--- src/rtl/pipeline_hazard_ctrl.sv ---
// pipeline_hazard_ctrl: ID-stage load-use stall, branch flush and busy-freeze control.
// Optional saturating stall-cycle counter (stall_cnt) exists only when HAZARD_PERF_CNT_EN is defined.
module pipeline_hazard_ctrl #(
  parameter int REG_ADDR_W = 5,
  parameter int LOAD_STALL = 1
`ifdef HAZARD_PERF_CNT_EN
  , parameter int CNT_W = 16
`endif
) (
  input  logic                  clk,
  input  logic                  arst_n,
  input  logic [REG_ADDR_W-1:0] rd_ex,
  input  logic                  mem_read_ex,
  input  logic [REG_ADDR_W-1:0] rs1_id,
  input  logic [REG_ADDR_W-1:0] rs2_id,
  input  logic                  rs1_used_id,
  input  logic                  rs2_used_id,
  input  logic                  branch_taken_ex,
  input  logic                  ex_busy,
  output logic                  pc_write,
  output logic                  if_id_write,
  output logic                  mux_hazard_sel,
  output logic                  if_id_flush,
  output logic                  id_ex_flush,
  output logic                  stall_active
`ifdef HAZARD_PERF_CNT_EN
  , output logic [CNT_W-1:0]    stall_cnt
`endif
);
  typedef enum logic {IDLE, HOLD} state_t;
  localparam logic [2:0] HOLD_INIT = 3'(LOAD_STALL - 1);
  if (LOAD_STALL < 1 || LOAD_STALL > 7) begin : g_bad_load_stall
    $error("pipeline_hazard_ctrl: LOAD_STALL must be in 1..7");
  end
  state_t state, state_nxt;
  logic [2:0] cnt, cnt_nxt;
  logic hazard;
  always_comb begin
    hazard = mem_read_ex && (rd_ex != '0) &&
             ((rs1_used_id && rs1_id == rd_ex) || (rs2_used_id && rs2_id == rd_ex));
    stall_active = !branch_taken_ex && !ex_busy && (state == HOLD || hazard);
    pc_write = branch_taken_ex || !(ex_busy || stall_active);
    if_id_write = pc_write;
    mux_hazard_sel = !branch_taken_ex && !stall_active;
    if_id_flush = branch_taken_ex;
    id_ex_flush = branch_taken_ex;
  end
  // Branch wins over everything; busy freezes the FSM so the remaining hold count survives.
  always_comb begin
    state_nxt = state;
    cnt_nxt = cnt;
    if (branch_taken_ex) begin
      state_nxt = IDLE;
      cnt_nxt = '0;
    end else if (!ex_busy) begin
      if (state == HOLD) begin
        cnt_nxt = cnt - 3'd1;
        state_nxt = (cnt == 3'd1) ? IDLE : HOLD;
      end else if (hazard && LOAD_STALL > 1) begin
        cnt_nxt = HOLD_INIT;
        state_nxt = HOLD;
      end
    end
  end
  always_ff @(posedge clk or negedge arst_n) begin
    if (!arst_n) begin
      state <= IDLE;
      cnt <= '0;
    end else begin
      state <= state_nxt;
      cnt <= cnt_nxt;
    end
  end
`ifdef HAZARD_PERF_CNT_EN
  always_ff @(posedge clk or negedge arst_n) begin
    if (!arst_n)
      stall_cnt <= '0;
    else if ((stall_active || (ex_busy && !branch_taken_ex)) && !(&stall_cnt))
      stall_cnt <= stall_cnt + CNT_W'(1);
  end
`endif
endmodule

--- config.mk ---
export PLATFORM = sky130hd
export DESIGN_NAME = pipeline_hazard_ctrl
export DESIGN_NICKNAME = d
export VERILOG_FILES = /design/src/rtl/pipeline_hazard_ctrl.sv
export SDC_FILE = /design/constraint.sdc
export NUM_CORES = 1
export LEC_CHECK = 0
export ABC_AREA = 1
export BUFFER_PORTS_ARGS = -buffer_cell sky130_fd_sc_hd__buf_2
export CAP_MARGIN = 20
export CORE_MARGIN = 1
export CORE_UTILIZATION = 30
export CTS_BUF_LIST = sky130_fd_sc_hd__clkbuf_4
export CTS_CLUSTER_DIAMETER = 40
export CTS_CLUSTER_SIZE = 40
export DETAILED_ROUTE_END_ITERATION = 8
export PLACE_DENSITY_LB_ADDON = 0.05
export SETUP_SLACK_MARGIN = 0.05
export SLEW_MARGIN = 20
export SYNTH_ARGS = -nofsm -noshare
export SYNTH_HDL_FRONTEND = slang
export SYNTH_SLANG_ARGS = --single-unit
--- constraint.sdc ---
create_clock -name clk -period 0.9 [get_ports clk]
set_input_delay 0.135 -clock clk [delete_from_list [all_inputs] [get_ports clk]]
set_output_delay 0.135 -clock clk [all_outputs]
set_load 0.02 [all_outputs]
# Yosys cells after proc, flatten, opt, wreduce, memory -nomap -nowiden
# Index checks and enable logic that the tools add are counted.
[word_totals]
in_bits = 22
reg_bits = 4
[classes]
reduce_logical = 18
mux = 7
eq_ne = 4
addsub = 1
[op_table]
columns = ["operator", "count"]
rows = [
  ["== test 5 bit", 2],
  ["two-way mux 3 bit", 3],
  ["logical AND 1 bit", 7],
  ["nonzero test 5 bit", 1],
  ["zero test 1 bit", 4],
  ["logical OR 1 bit", 4],
  ["two-way mux 1 bit", 4],
  ["== test 3 x 1 -> 1 bit (second input constant)", 1],
  ["subtractor 3 x 1 -> 3 bit (second input constant)", 1],
  ["inequality test 2 bit (second input constant)", 1],
  ["AND reduction 2 bit", 1],
  ["nonzero test 2 bit", 1],
]

# Longest topological paths before layout
# Gate-level depths: netlist of the first run.
[logic_depth]
depth_word = 9
ltp_mapped = 10
mapped_depth_nobuf = 9

# Least setup slack after synthesis of the first run
# OpenSTA, ideal clock, no wires.
[synth_timing]
kind = "input to output"
startpoint = "input port rd_ex[3]"
endpoint = "output port pc_write"
n_path_buf = 1
slack_ns = -0.396
arrival_time_ns = 1.161
path_stages = 8
cell_sequence = "inv_2 -> nand4_1 -> o21ai_1 -> inv_2 -> nand2_2 -> nand2_2 -> o21ai_1 -> buf_4"
[synth_via]
elab_chain_len = 9
word_cells_on_any_way = 13
cone_classes = "2 x eq/ne; 11 x reduce/logical"
[synth_lines]
columns = ["element", "line", "source"]
rows = [
  ["from (decl)", "12", "input logic [REG_ADDR_W-1:0] rd_ex,"],
  ["== test 5 bit", "40", "((rs1_used_id && rs1_id == rd_ex) || (rs2_used_id && rs2_id == rd_ex));"],
  ["logical AND 1 bit", "40", ""],
  ["logical OR 1 bit", "40", ""],
  ["logical AND 1 bit (*)", "39", "hazard = mem_read_ex && (rd_ex != '0) &&"],
  ["logical OR 1 bit (*)", "41", "stall_active = !branch_taken_ex && !ex_busy && (state == HOLD || hazard);"],
  ["logical AND 1 bit (*)", "41", ""],
  ["logical OR 1 bit (*)", "42", "pc_write = branch_taken_ex || !(ex_busy || stall_active);"],
  ["zero test 1 bit (*)", "42", ""],
  ["logical OR 1 bit (*)", "42", ""],
  ["to (decl)", "20", "output logic pc_write,"],
]
# Mark *: on every way between the ends. The rest lies on a longest branch, timed or not.

# Worst setup path after layout of the first run
[layout_timing]
startpoint = "input port rd_ex[1]"
endpoint = "output port if_id_write"
[layout_via]
elab_chain_len = 9
word_cells_on_any_way = 13
cone_classes = "2 x eq/ne; 11 x reduce/logical"
[layout_lines]
columns = ["element", "line", "source"]
rows = [
  ["== test 5 bit", "40", ""],
  ["logical AND 1 bit", "40", ""],
  ["logical OR 1 bit", "40", ""],
  ["logical AND 1 bit (*)", "39", ""],
  ["logical OR 1 bit (*)", "41", ""],
  ["logical AND 1 bit (*)", "41", ""],
  ["logical OR 1 bit (*)", "42", ""],
  ["zero test 1 bit (*)", "42", ""],
  ["logical OR 1 bit (*)", "42", ""],
  ["to (decl)", "21", "output logic if_id_write,"],
]
# Marked as above.

==> results of run 1 <==
## report_power, final
| group | switching (W) | internal [W] | total [W] |
|---|---|---|---|
| clock network | 0.0000606 | 0.000148 | 0.000209 |
| logic | 0.000158 | 0.000153 | 0.000311 |
| registers | 0.00000000000000000504 | 0.000181 | 0.000181 |
## area by class of cell
class / instances / area (um2) / share of cell area, %
clock buffers: 3 / 22.5 / 2.38
well taps: 16 / 20.0 / 2.12
multi-input cells: 59 / 405 / 42.9
flip-flops and latches: 4 / 100 / 10.6
repair buffers: 34 / 287 / 30.3
inverters: 20 / 110 / 11.7
## routing by layer
layer  routed length, um  vias to the layer above  global-route usage (%)
li1                    -                      324                       -
met1                 557                      273                    19.8
met2                 620                       18                    23.8
met3                  59                        0                    3.91
met4                   0                        0                    1.94
met5                   0                        -                       0
## flip-flops by register name (all words and copies together), names as in the netlist
name   cells
cnt        3
state      1
## critical path: stages
cell and delay (ns):
buf_8 0.11, inv_6 0.05, nand2_2 0.05, nand2_2 0.06
nor2_2 0.03, nand3_1 0.07, nand2_1 0.06, nand2_2 0.11
nand2_4 0.07, o21ai_4 0.16, buf_6 0.14
## cell families after synthesis
family                   Yosys count  synth area share, %
flip-flops                         4                 20.9
buffers and inverters             23                 20.4
adder cells (fa/ha/maj)            2                 5.22
AO/OA/AOI/OAI                      7                 9.40
XOR/XNOR                           1                 1.83
AND/OR/NAND/NOR                   49                 42.3
## metrics by stage
stage / area [um2] / TNS [ns] / total power [W]
2_1_floorplan: 524 / -0.429 / 0.000301
3_3_place_gp: 691 / -1.35 / 0.000390
3_5_place_dp: 691 / -1.45 / 0.000393
4_1_cts: 808 / -1.18 / 0.000645
5_1_grt: 945 / -1.81 / 0.000752
6_report: 945 / -1.28 / 0.000701
## repair_timing
item | 4_1_cts | 5_1_grt
setup buffers | 1 | 0
pin swaps | 14 | 22
cloned | 0 | 0
setup endpoints to repair | 8 | 8
hold buffers | 1 | 0
gates resized for setup | 23 | 49
endpoints found under the hold margin | 4 | 0
## worst max path at each step
stage,end,slack [ns],cells past startpoint,startpoint
2_1_floorplan,pc_write,-0.20,8,rd_ex[0]
3_3_place_gp,if_id_write,-0.34,9,rd_ex[0]
3_5_place_dp,if_id_write,-0.35,9,rd_ex[0]
4_1_cts,if_id_write,-0.25,4,state$_DFFE_PN0P_
5_1_grt,if_id_write,-0.35,11,rd_ex[1]
6_report,if_id_write,-0.28,11,rd_ex[1]
## synthesized netlist by cell type
cell type / n / area [um2]
inv_1: 14 / 52.6
a311oi_1: 1 / 8.76
buf_4: 3 / 22.5
nand2_1: 32 / 120
o21ai_1: 2 / 10.0
inv_2: 6 / 22.5
dfrtp_1: 4 / 100
nand3_1: 3 / 15.0
a21oi_2: 1 / 8.76
a211oi_1: 1 / 7.51
nand4_1: 1 / 6.26
a21oi_1: 2 / 10.0
nor2_1: 8 / 30.0
ha_1: 2 / 25.0
nand2_2: 2 / 12.5
xor2_1: 1 / 8.76
nor2_2: 3 / 18.8
==> results.md, run 1 <==
* Die area at between 1500 and 2000 um2
* CTS Buf Count at 3
* Maxcap violations at 0
* Yosys reg bits at 4
* First-pass GRT wire length at 2020 um
* CTS clk-pin slew, worst paths at approximately 0.03 ns
* Status: finished, violations left
* RePlAce Congestion at roughly 0.76
* Vias in the first global route at ~540
* RSZ-0062 raised after global routing: true
* Place WS at -0.353 ns
* Die Height at about 42 um
* CTS H-tree lvls at 1
* Root Driver: clkbuf_4
* DR WL/cell at roughly 9.1 um
* Initial antenna violation count at 0
* Final hold violations at 0
* Critical Path Sink Type: output pin
* Critical Path Start Type: primary input
* Pin count of the biggest net entering global routing at 8
* Core area at 1510 um2
* Final Core Density at 62.7%
* Number of remaining DRC errors at 0
* Clock buffer depth at 2
* Critical Path RT at roughly 0.76 ns
* Post-Synthesis Cells at 86
* Die X-Extent at roughly 42 um
* Min-delay src: branch_taken_ex
* Gr ovfl total at 0
* P_leak at between 0.4 and 0.5 nW
* Worst Slack Setup Final at -0.279 ns
* Worst R2R End: cnt[0]$_DFFE_PN0P_
* Power Dens Cells at around 740 nW/um2
* Worst-Margin Slew at 0.186 ns
* Fillers at between 100 and 150
* Final Skew at 0.0000634 ns
* Reg2reg start: state$_DFFE_PN0P_
* Number of setup violations in the final report at 8
* Inserted Diodes at 0
* Clock latency on the worst-skew pair at approximately 0.22 ns
* Sequential fraction of the synthesis area at 20.9%
* Final Cycle Share at 131%
* Area growth syn-to-layout at 97.1%
* Final #Nets at 146
* Final min period at around 1.2 ns
* Drt pass-1 iters at 4
* Worst setup path class: in2out
* Mean Syn Cell Area at 5.57 um2
* Vias at about 620
* VDD IR-drop max at between 0.0008 and 0.0009 V
* Tot GR Track Use at 14.6%
* Worst min path class: in2reg
* YS warnings at 0
* Rows at 14
* Worst R2R Path Depth at 5
* Slew margin rel. at 87.6%
* Clk sinks at 4
* Finished Layout Cells at ~140
* Hpwl dp at 921 um
* Peak fanout along the critical path at 3
* Via density at 4.52
* Detailed Route WL at between 1000 and 1500 um
* Critical Path AT at 1.04 ns
* TritonCTS clock tree: built
* Synth unique cells at 17
* Hold Crit Depth at 2
* Port bufs at 27
* Most common cell after layout, fill and taps aside: nand2_2
* Failing checks: setup timing
* Post-route ant nets at 0
* Mapped Nets at 110
* Post-Syn Area at around 480 um2
* Initial Util at 31.8%
* # IOs at 28
* Placed cells at approximately 130
* Most frequent cells in the layout: nand2_2 (22), buf_2 (13), inv_2 (11), nand2_1 (9), buf_6 (9)
* Hold EP: state$_DFFE_PN0P_
* DRT iter0 DRCs at 9
* Layout cell share with drive strength beyond 1 at between 70% and 80%
* WHS at 0.188 ns
* Worst reg2reg setup slack at -0.11 ns
* Max-slew violation count at 0
* Highest Clock Rate at approximately 850 MHz
Power figures use the tool's default switching activity.
==> inputs of run 2 (changes only) <==
Settings changed: CORE_AREA set to 2 2 39 41, CORE_MARGIN 1 to unset, CORE_UTILIZATION 30 to unset, DIE_AREA set to 0 0 41 43.
==> run 2 against run 1 <==
Net effect: the flow still finishes with violations (setup timing); clock skew grew 0.0025 ns; final cell count is the same; via count fell by 1.8%; die area rose by 0.11%; largest power group unchanged; sequential share of layout area up 0.88 points; combinational power down 18%.
==> results.md, run 2 (synthesized netlist as in run 1, its figures left out) <==
* Largest Register: cnt
* Post-Place Cell Area at just under 700 um2
* Maxcap violations at 0
* Final #Nets at about 150
* Post-route ant nets at 0
* Number of setup violations in the final report at 7
* Critical Path RT at about 0.76 ns
* Inserted Diodes at 0
* Most common cell after layout, fill and taps aside: nand2_1
* Final Cycle Share at 131%
* Critical Path Sink Type: output pin
* Worst reg2reg setup slack at -0.14 ns
* Via density at 4.44
* Status: finished, violations left
* Port bufs at 27
* Worst setup path class: reg2out
* Worst Slack Setup Final at -0.278 ns
* TritonCTS clock tree: built
* Final Cell Area at around 870 um2
* Rows at 14
* RSZ-0062 raised after global routing: true
* Final Skew at around 0.0026 ns
* Die area at about 1800 um2
* Peak fanout along the critical path at 3
* Clk sinks at 4
* Number of remaining DRC errors at 0
* Initial Util at about a third
* First-pass GRT wire length at 1880 um
* Critical Path AT at ~1.0 ns
* # IOs at 28
* Critical Path Start Type: register
* Area growth syn-to-layout at 82.0%
* CP peak stage delay at about 0.36 ns
* VDD IR-drop max at 0.000450 V
* Critical path cell sequence: inv_2 > nand2_4 > o21ai_4 > buf_6
* CTS clk-pin slew, worst paths at around 0.040 ns
* Root Driver: clkbuf_4
* Detailed Route WL at around 1300 um
* RePlAce Congestion at 0.741
* Max-slew violation count at 0
* Worst-Margin Slew at about 0.18 ns
* Hpwl dp at roughly 1000 um
* Pin count of the biggest net entering global routing at 8
* P_leak at 0.484 nW
* Vias at between 600 and 700
* Drt pass-1 iters at 4
* CTS Buf Count at 3
* Slowest CP cell: dfrtp_1
* Layout cell share with drive strength beyond 1 at between 50% and 60%
* Fillers at roughly 130
* Tot GR Track Use at 15.1%
* Failing checks: setup timing
* Most frequent cells in the layout: nand2_1 (31), buf_2 (17), inv_1 (9), buf_4 (8)
* Max reg flops at 3
* Setup TNS at -1.38 ns
* Largest registers: cnt x3, state x1
* Worst min path class: in2reg
* DR WL/cell at about 9.8 um
* Initial antenna violation count at 0
* Power Dens Cells at 760 nW/um2
* DRT iter0 DRCs at 9
* Vias in the first global route at around 550
* CTS H-tree lvls at 1
* Die Height at 43 um
* Final min period at between 1 and 1.5 ns
* Gr ovfl total at 0
* Final hold violations at 0
* Die X-Extent at ~40 um
* Final Core Density at between 60 and 70%
* Highest Clock Rate at 849 MHz
* Clock latency on the worst-skew pair at about 0.23 ns
* Core area at 1380 um2
* Clock buffer depth at 2
* Slew margin rel. at 87.8%
[run 2: cell counts in the layout (fill, tap and decap cells not counted)]
No cell type changed its count.
[run 2: cell type report]
cell class | count | area, um2 | area share [%]
Timing Repair Buffer | 34 | 263 | 30.1
Multi-Input combinational cell | 59 | 362 | 41.5
Sequential cell | 4 | 100 | 11.5
Clock buffer | 3 | 22.5 | 2.58
Tap cell | 16 | 20.0 | 2.30
Inverter | 20 | 105 | 12.1
[run 2: path summary, 6_finish.rpt]
check,start,endpoint,cells past startpoint
setup / recovery,state$_DFFE_PN0P_,pc_write,4
hold / removal,branch_taken_ex,cnt[1]$_DFFE_PN0P_,2
setup reg to reg,state$_DFFE_PN0P_,cnt[0]$_DFFE_PN0P_,5
hold reg to reg,cnt[2]$_DFFE_PN0P_,cnt[2]$_DFFE_PN0P_,3
max in group asynchronous,arst_n,state$_DFFE_PN0P_,2
min in group asynchronous,arst_n,cnt[1]$_DFFE_PN0P_,2
[run 2: critical path, delay by kind of cell (launching register included)]
family,cells,cell delay (ns)
AOI/OAI and AO/OA,1,0.14
buffers and inverters,2,0.24
and+or+nand+nor,1,0.07
DFF,1,0.36
[run 2: timing repair]
| action | 4_1_cts | 5_1_grt |
|---|---|---|
| buffers inserted | 1 | 1 |
| cloned | 0 | 0 |
| hold buffers | 1 | 0 |
| resized for setup | 22 | 14 |
| pin swaps | 13 | 3 |
| endpoints found under the setup margin | 8 | 8 |
| endpoints found under the hold margin | 4 | 0 |
[run 2: per-layer routing]
layer	up-vias	wire, um	track usage, %
met5	-	0	0
met4	0	0	6.00
met3	0	29	1.57
met2	9	778	29.1
met1	274	526	14.7
li1	321	-	-
[run 2: through the flow]
| stage | instances | worst slack [ns] | hold slack (ns) | power [W] |
|---|---|---|---|---|
| after floorplan | 86 | -0.195 | -0.161 | 0.000301 |
| after global placement | 130 | -0.334 | -0.0542 | 0.000391 |
| after detailed placement | 130 | -0.356 | -0.0532 | 0.000392 |
| after CTS | 135 | -0.266 | 0.172 | 0.000648 |
| after global routing | 136 | -0.338 | 0.176 | 0.000709 |
| final | 136 | -0.278 | 0.169 | 0.000663 |
[run 2: power by group]
part	switching [W]	leakage (nW)	internal, W
sequential	0.00000000000000000638	0.0559	0.000181
clock	0.0000777	0.0138	0.000150
combinational	0.000130	0.415	0.000125
total	0.000207	0.484	0.000456
